`src/rtl/mul_div_unit_if.sv`:
```
// Request/result bundle between the control unit and the multi-cycle multiply/divide unit.
// The control unit drives the request and the unit answers through the slave modport.
interface mul_div_unit_if #(
    parameter int WIDTH = 32
);
    logic                 start;
    logic                 op;
    logic [WIDTH-1:0]     a_in;
    logic [WIDTH-1:0]     b_in;
    logic [2*WIDTH-1:0]   z_out;
    logic                 busy;
    logic                 done;
    logic                 div_by_zero;

    modport master (
        output start, op, a_in, b_in,
        input  z_out, busy, done, div_by_zero
    );

    modport slave (
        input  start, op, a_in, b_in,
        output z_out, busy, done, div_by_zero
    );
endinterface

```
`src/rtl/mul_div_unit.sv`:
```
// Multi-cycle signed multiply (radix-2 Booth) / divide (restoring, on magnitudes) unit.
// The result is written to the Z register as {high/remainder, low/quotient}.
module mul_div_unit #(
    parameter int WIDTH = 32,
    parameter int CNT_W = 6
) (
    input  logic           clock,
    input  logic           clear,
    mul_div_unit_if.slave  bus
);
    // state    | meaning
    // S_IDLE   | waiting for start; done pulses here after FINISH
    // S_CALC   | one Booth / restoring iteration per cycle, WIDTH cycles
    // S_FINISH | sign fix-up and result register load
    typedef enum logic [1:0] {S_IDLE, S_CALC, S_FINISH} state_t;

    state_t               r_state, w_next;
    logic [WIDTH-1:0]     r_a, r_b, r_hi, r_lo;
    logic                 r_q, r_op, r_dz;
    logic [CNT_W-1:0]     r_cnt;
    logic [2*WIDTH-1:0]   r_z;
    logic                 r_done, r_dz_out;
    logic                 w_busy;
    logic [WIDTH:0]       w_sum, w_trial;
    logic [WIDTH-1:0]     w_mag_b, w_quo, w_rem;
    logic                 w_a_neg, w_b_neg;

    assign w_a_neg = r_a[WIDTH-1];
    assign w_b_neg = r_b[WIDTH-1];
    assign w_mag_b = w_b_neg ? -r_b : r_b;

    // Booth add/subtract is done one bit wider so subtracting the most negative A cannot overflow.
    always_comb begin
        w_sum = {r_hi[WIDTH-1], r_hi};
        case ({r_lo[0], r_q})
            2'b01:   w_sum = {r_hi[WIDTH-1], r_hi} + {r_a[WIDTH-1], r_a};
            2'b10:   w_sum = {r_hi[WIDTH-1], r_hi} - {r_a[WIDTH-1], r_a};
            default: w_sum = {r_hi[WIDTH-1], r_hi};
        endcase
    end

    assign w_trial = {r_hi, r_lo[WIDTH-1]} - {1'b0, w_mag_b};
    assign w_quo   = (w_a_neg ^ w_b_neg) ? -r_lo : r_lo;
    assign w_rem   = w_a_neg ? -r_hi : r_hi;

    always_ff @(posedge clock or negedge clear) begin
        if (!clear) r_state <= S_IDLE;
        else        r_state <= w_next;
    end

    always_comb begin
        w_next = r_state;
        case (r_state)
            S_IDLE: begin
                if (bus.start)
                    w_next = (bus.op && (bus.b_in == '0)) ? S_FINISH : S_CALC;
            end
            S_CALC: begin
                if (r_cnt == CNT_W'(WIDTH-1))
                    w_next = S_FINISH;
            end
            S_FINISH: w_next = S_IDLE;
            default:  w_next = S_IDLE;
        endcase
    end

    always_comb begin
        w_busy = (r_state != S_IDLE);
    end

    always_ff @(posedge clock or negedge clear) begin
        if (!clear) begin
            r_a      <= '0;
            r_b      <= '0;
            r_hi     <= '0;
            r_lo     <= '0;
            r_q      <= 1'b0;
            r_op     <= 1'b0;
            r_dz     <= 1'b0;
            r_cnt    <= '0;
            r_z      <= '0;
            r_done   <= 1'b0;
            r_dz_out <= 1'b0;
        end else begin
            r_done <= (r_state == S_FINISH);
            case (r_state)
                S_IDLE: begin
                    if (bus.start) begin
                        r_a   <= bus.a_in;
                        r_b   <= bus.b_in;
                        r_op  <= bus.op;
                        r_dz  <= bus.op && (bus.b_in == '0);
                        r_cnt <= '0;
                        r_hi  <= '0;
                        r_q   <= 1'b0;
                        r_lo  <= bus.op ? (bus.a_in[WIDTH-1] ? -bus.a_in : bus.a_in) : bus.b_in;
                    end
                end
                S_CALC: begin
                    r_cnt <= r_cnt + 1'b1;
                    if (!r_op) begin
                        r_hi <= w_sum[WIDTH:1];
                        r_lo <= {w_sum[0], r_lo[WIDTH-1:1]};
                        r_q  <= r_lo[0];
                    end else if (!w_trial[WIDTH]) begin
                        r_hi <= w_trial[WIDTH-1:0];
                        r_lo <= {r_lo[WIDTH-2:0], 1'b1};
                    end else begin
                        r_hi <= {r_hi[WIDTH-2:0], r_lo[WIDTH-1]};
                        r_lo <= {r_lo[WIDTH-2:0], 1'b0};
                    end
                end
                S_FINISH: begin
                    r_dz_out <= r_dz;
                    if (r_dz)       r_z <= {r_a, {WIDTH{1'b1}}};
                    else if (!r_op) r_z <= {r_hi, r_lo};
                    else            r_z <= {w_rem, w_quo};
                end
                default: ;
            endcase
        end
    end

    assign bus.z_out       = r_z;
    assign bus.busy        = w_busy;
    assign bus.done        = r_done;
    assign bus.div_by_zero = r_dz_out;
endmodule

```
`src/flat_wrapper.sv`:
```
// flat-port wrapper written by rule: the top's interface ports become plain ports
module mul_div_unit_flat 
#(
    parameter int WIDTH = 32,
    parameter int CNT_W = 6
)
  (clock, clear, bus_start, bus_op, bus_a_in, bus_b_in, bus_z_out, bus_busy, bus_done, bus_div_by_zero);
  mul_div_unit_if #(.WIDTH(WIDTH)) bus_i ();
  input  logic clock;
  input  logic clear;
  input wire logic [$bits(bus_i.start)-1:0] bus_start;
  input wire logic [$bits(bus_i.op)-1:0] bus_op;
  input wire logic [$bits(bus_i.a_in)-1:0] bus_a_in;
  input wire logic [$bits(bus_i.b_in)-1:0] bus_b_in;
  output wire logic [$bits(bus_i.z_out)-1:0] bus_z_out;
  output wire logic [$bits(bus_i.busy)-1:0] bus_busy;
  output wire logic [$bits(bus_i.done)-1:0] bus_done;
  output wire logic [$bits(bus_i.div_by_zero)-1:0] bus_div_by_zero;
  assign bus_i.start = bus_start;
  assign bus_i.op = bus_op;
  assign bus_i.a_in = bus_a_in;
  assign bus_i.b_in = bus_b_in;
  assign bus_z_out = bus_i.z_out;
  assign bus_busy = bus_i.busy;
  assign bus_done = bus_i.done;
  assign bus_div_by_zero = bus_i.div_by_zero;
  mul_div_unit #(.WIDTH(WIDTH), .CNT_W(CNT_W)) u_core (.clock(clock), .clear(clear), .bus(bus_i));
endmodule
```
`config.mk`:
```
export PLATFORM = sky130hd
export DESIGN_NAME = mul_div_unit_flat
export DESIGN_NICKNAME = d
export VERILOG_FILES = /design/src/rtl/mul_div_unit_if.sv /design/src/rtl/mul_div_unit.sv /design/src/flat_wrapper.sv
export SDC_FILE = /design/constraint.sdc
export NUM_CORES = 1
export LEC_CHECK = 0
export ABC_AREA = 1
export BUFFER_PORTS_ARGS = -buffer_cell sky130_fd_sc_hd__buf_2
export CAP_MARGIN = 20
export CELL_PAD_IN_SITES_DETAIL_PLACEMENT = 0
export CELL_PAD_IN_SITES_GLOBAL_PLACEMENT = 1
export CORE_ASPECT_RATIO = 0.8
export CORE_UTILIZATION = 36
export DETAILED_ROUTE_END_ITERATION = 6
export PLACE_DENSITY = 0.78
export SLEW_MARGIN = 40
export SYNTH_ARGS = -nofsm -noshare
export SYNTH_HDL_FRONTEND = slang
export SYNTH_SLANG_ARGS = --single-unit
```
`constraint.sdc`:
```
create_clock -name clock -period 3.65 [get_ports clock]
set_input_delay 0.73 -clock clock [delete_from_list [all_inputs] [get_ports clock]]
set_output_delay 0.73 -clock clock [all_outputs]
set_load 0.02 [all_outputs]
```
[Yosys cells after proc, flatten, opt, wreduce, memory -nomap -nowiden]
Index checks and enable logic that the tools add are counted.
Word-level totals
  register bits: 205
  bits in latches: 0
  memory bits (writable): 0
  ROM bits: 0
  bits of input ports: 68
  output and inout bits: 67
  logic and storage cells: 66
  memories: 0
Cells by class
  add/subtract/negate cells: 8
  multiply operators: 0
  div/mod/pow operators: 0
  order comparisons: 0
  equality and inequality tests: 9
  shift operators: 0
  multiplexer cells: 25
  bitwise logic cells: 1
  reductions and logical operators: 10
Operators by type and width (count)
  $mux 32: 10
  $mux 64: 2
  $neg 32->32: 4
  $pmux 32 s2: 2
  $pmux 33 s2: 1
  $add 32x32->33: 1
  $sub 32x32->33: 1
  $sub 33x32->33: 1
  $logic_not 32->1: 1
  $pmux 6 s2: 1
  $add 6x1->6 const B: 1
  $eq 6x5->1 const B: 1
  $mux 2: 3
  $mux 6: 1
  $reduce_and 2->1: 3
  $reduce_and 3->1: 2
  $eq 2x1->1 const B: 2
  $eq 2x2->1 const B: 2
  $ne 2x2->1 const B: 2
  $ne 4x3->1 const B: 1
  $pmux 2 s2: 1
  $reduce_bool 2->1: 2
  $mux 1: 3
  $logic_not 2->1: 1
  other kinds (4): 4

[Logic depth before layout (Yosys ltp)]
  depth in word-level cells: 6
  gate-level depth with buffers: 29
  mapped depth without buffers: 28

[Worst setup path after synthesis]
Ideal clock, no wire load.
  kind: register to register
  start point: register u_core.r_b[0]
  end point: register u_core.r_hi[31]
  setup time: 116 ps
  arrival time: 3198 ps
  data required time: 3534 ps
  path slack: 336 ps
  stages on the path, launching flop included: 28
  path buffers: 1
  period minus slack after synthesis: 3314 ps
  cell sequence: dfrtp_1 -> inv_1 -> ha_1 -> nand2_1 -> nor2_1 -> nand3_1 -> nor3_2 -> nand2_1 -> nor2_1 -> nor2_1 -> nor2_2 -> o21ai_0 -> xor2_1 -> ha_1 -> nand2_2 -> nor2_2 -> and2_4 -> and3_1 -> nand2_2 -> nand2_2 -> nand2_2 -> nand2_4 -> buf_8 -> nor2_2 -> nor2_1 -> nor2_1 -> nand2_1 -> nand2_1
On the way
  cells in the longest elaborated chain, start to end: 6
RTL lines
  start, declared: line mul_div_unit.sv:18  | logic [WIDTH-1:0] r_a, r_b, r_hi, r_lo;
  start signal, assigned: line mul_div_unit.sv:90  | r_b <= bus.b_in;
  $neg 32->32: line mul_div_unit.sv:30  | assign w_mag_b = w_b_neg ? -r_b : r_b;
  $mux 32 *: line mul_div_unit.sv:30
  $sub 33x32->33 *: line mul_div_unit.sv:42  | assign w_trial = {r_hi, r_lo[WIDTH-1]} - {1'b0, w_mag_b};
  $mux 32 *: line mul_div_unit.sv:105  | end else if (!w_trial[WIDTH]) begin
  $mux 32 *: line mul_div_unit.sv:101  | if (!r_op) begin
  $pmux 32 s2 *: line mul_div_unit.sv:86  | case (r_state)
  end signal, assigned: line mul_div_unit.sv:102  | r_hi <= w_sum[WIDTH:1];
  end signal, assigned: line mul_div_unit.sv:106  | r_hi <= w_trial[WIDTH-1:0];
  end signal, assigned: line mul_div_unit.sv:109  | r_hi <= {r_hi[WIDTH-2:0], r_lo[WIDTH-1]};
  end, declared: line mul_div_unit.sv:18
Mark *: on every way between the ends. The rest lies on a longest branch, timed or not.
A chain may end at the register's enable or synchronous reset.

[Worst setup path after layout]
  start point: register u_core.r_b[2]
  end point: register u_core.r_hi[31]
The elaborated chain is that of the path after synthesis.

==> metrics.md <==
| Metric | Value |
|---|---|
| Status | complete, but fails checks |
| Failing checks | negative setup slack |
| Required time of the critical path | 4.15 ns |
| Syn_nets | 2996 |
| Initial antenna violation count | 1 |
| Reg clk slew, reported paths | 0.07 ns |
| CTS Buf Count | 24 |
| Global-route wire length before repair | 116000 µm |
| Die Wd | 253 µm |
| H-tree depth | 1 |
| Core ar. | 0.0498 mm² |
| Layout area overhead | 22.6% |
| Die Y | 203 µm |
| Worst Clk Skew | 0.0245 ns |
| Crit-path max FO | 7 |
| Routed Antenna Nets | 0 |
| Pin count of the biggest net entering global routing | 88 |
| RR Endpoint | u_core.r_hi[31]$_DFFE_PN0P_ |
| Total track usage | 29.4% |
| GRT Residual Overflow | 0 |
| RR Startpoint | u_core.r_b[2]$_DFFE_PN0P_ |
| CP endpoint kind | flip-flop |
| Worst hold-check path type | input pin to async pin |
| CTS max path bufs | 3 |
| Reg2Reg Setup Slack | -0.19 ns |
| Post-DP HPWL | 62100 µm |
| Worst setup margin | -0.189 ns |
| RSZ-0062 raised after global routing | true |
| Avg Inst Size Synth | 6.38 µm² |
| Final Cycle Share | 105% |
| Seq/Total Area, Yosys | 28.2% |
| Gp weighted congestion | 0.982 |
| Storage element area | 0.00513 mm² |
| Fin nets | 3273 |
| Commonest non-fill, non-tap cells in the layout | 806 x nand2_1, 344 x inv_1, 281 x nor2_1 |
| Syn Inst Count | 2854 |
| CP Launch Type | flip-flop |
| Average routed wire per standard cell | 20.3 µm |
| Total number of vias | 20600 |
| IO Pins | 135 |
| Drt via density | 5.39 |
| Drt pass-1 iters | 5 |
| Number of distinct library cells after synthesis | 58 |
| Ys Warns | 0 |
| Initial Util | 36.6% |
| Arr. time, crit path | 4.34 ns |
| Routed wire length | 77500 µm |
| Most common cell after layout, fill and taps aside | nand2_1 |
| Crit Path Class | flip-flop to flip-flop |
| TritonCTS clock tree | yes |
| Worst setup startpoint | u_core.r_b[2]$_DFFE_PN0P_ |
| CTS Root Cell | clkbuf_16 |
| Initial DRC count | 2166 |
| Synthesized cell area | 0.0182 mm² |
| Fin Hold WS | 0.162 ns |
| Setup violations, final | 33 |
| Die area | 0.0515 mm² |
| Slew HR | 39.8% |
| Max Cap Violations | 0 |
| Row count | 73 |
| Multi-input gate area | 0.0117 mm² |
| DR DRC count | 0 |
| ANT cells | 0 |
| Worst skew pair latency | 0.56 ns |
| Port bufs | 134 |
| Final Critical Period | 3.84 ns |
| FMAX | 260 MHz |
| Fillers | 5187 |
| Final-report max-slew violation count | 0 |
| Pin slew with the least headroom to its limit | 0.894 ns |
| Share of layout cells above drive strength 1 | 17.0% |
| Flops & latches, synth | 205 |
| Vias in the first global route | 19000 |
| Cts-stage hold buffer count | 0 |
| Hold Vio Cnt, Final | 0 |
| Reg2Reg Depth | 23 |
| Sink Count | 205 |
-- worst max-delay path by stage --
stage	end	cells past startpoint
2_1_floorplan	u_core.r_hi[31]$_DFFE_PN0P_	27
3_3_place_gp	u_core.r_hi[31]$_DFFE_PN0P_	24
3_5_place_dp	u_core.r_hi[28]$_DFFE_PN0P_	25
4_1_cts	u_core.r_hi[15]$_DFFE_PN0P_	26
5_1_grt	u_core.r_hi[28]$_DFFE_PN0P_	28
6_report	u_core.r_hi[31]$_DFFE_PN0P_	23
-- Yosys cell counts, drive strengths merged --
master / n / area [µm²]
o221ai: 9 / 78.8
o211ai: 26 / 210
o21a: 1 / 7.51
o21ai: 237 / 1200
nand2b: 1 / 6.26
clkinv: 3 / 11.3
fa: 2 / 40.0
a22oi: 14 / 105
nand3b: 20 / 150
buf: 27 / 176
inv: 355 / 1330
a221oi: 28 / 245
a21oi: 186 / 938
xor2: 92 / 806
a31oi: 6 / 37.5
nand4: 35 / 225
nor2: 312 / 1220
dfrtp: 205 / 5130
nor3: 41 / 243
o22a: 2 / 17.5
nand2: 835 / 3170
o21bai: 9 / 67.6
a22o: 1 / 8.76
ha: 72 / 901
o31ai: 6 / 45.0
nand3: 165 / 896
o22ai: 19 / 119
o32ai: 1 / 8.76
xnor2: 30 / 263
a31o: 1 / 8.76
nor4: 19 / 119
a21boi: 1 / 7.51
or2: 7 / 43.8
and3: 2 / 12.5
a211oi: 2 / 15.0
and2: 2 / 15.0
a21o: 7 / 52.6
clkbuf: 73 / 274
-- per-layer routing --
layer | track usage, % | wire [µm]
met1 | 45.9 | 37300
met2 | 40.9 | 31000
met3 | 6.34 | 7800
met4 | 5.19 | 1370
met5 | 0 | 0
-- repair_timing --
action	CTS	global route
pin swaps	12	43
endpoints found under the setup margin	33	33
resized for setup	61	52
setup buffers	14	9
cloned	2	1
-- through the flow --
step	util (%)	instance area [µm²]	TNS [ns]	instances	setup WS, ns
2_1_floorplan	-	18200	0	2854	0.336
3_3_place_gp	41.8	20800	-1.79	3753	-0.160
3_5_place_dp	41.8	20800	-4.51	3754	-0.241
4_1_cts	44.4	22100	-0.203	3813	-0.0439
5_1_grt	44.8	22300	-11.15	3823	-0.388
6_report	44.8	22300	-4.44	3823	-0.189
-- state kept, by name, indices dropped and copies added (netlist names) --
| register | flops |
|---|---|
| u_core.r_a | 32 |
| u_core.bus.done | 1 |
| u_core.r_lo | 32 |
| u_core.r_q | 1 |
| u_core.r_op | 1 |
| u_core.r_dz | 1 |
| u_core.bus.div_by_zero | 1 |
| u_core.r_b | 32 |
| u_core.bus.z_out | 64 |
| u_core.r_state | 2 |
| u_core.r_hi | 32 |
| u_core.r_cnt | 6 |
-- critical path, stage by stage, from the launching register on --
cell     delay [ns]
dfrtp_1        0.40
nor2_2         0.13
nand4_1        0.15
nor3_2         0.27
nand3_2        0.16
nor2_4         0.14
nand4_1        0.21
nor2_2         0.20
buf_4          0.13
nand4_1        0.09
ha_1           0.36
a21o_1         0.17
nor2_1         0.13
nand2_1        0.12
a21oi_4        0.24
nand2_4        0.11
nand2_4        0.10
nand2_8        0.10
buf_6          0.14
nor2_4         0.11
nor2_4         0.06
nor2_2         0.12
nand2_1        0.06
nand2_1        0.06
-- layout make-up --
type / instances / area share [%]
inverters: 358 / 6.02
clock buffers: 27 / 2.79
clock inverters: 16 / 1.04
well taps: 675 / 3.78
multi-input cells: 2192 / 52.5
repair buffers: 350 / 10.9
flip-flops and latches: 205 / 23.0
-- kinds of logic after synthesis --
logic type / share of synthesized area, %
AO/OA/AOI/OAI: 17.5
XOR/XNOR: 5.87
adder cells (fa/ha/maj): 5.17
buffers and inverters: 9.86
flip-flops: 28.2
AND/OR/NAND/NOR: 33.5
Power is not shown: default switching activity piles up to over one toggle a cycle in this logic, so the estimate is an artifact.
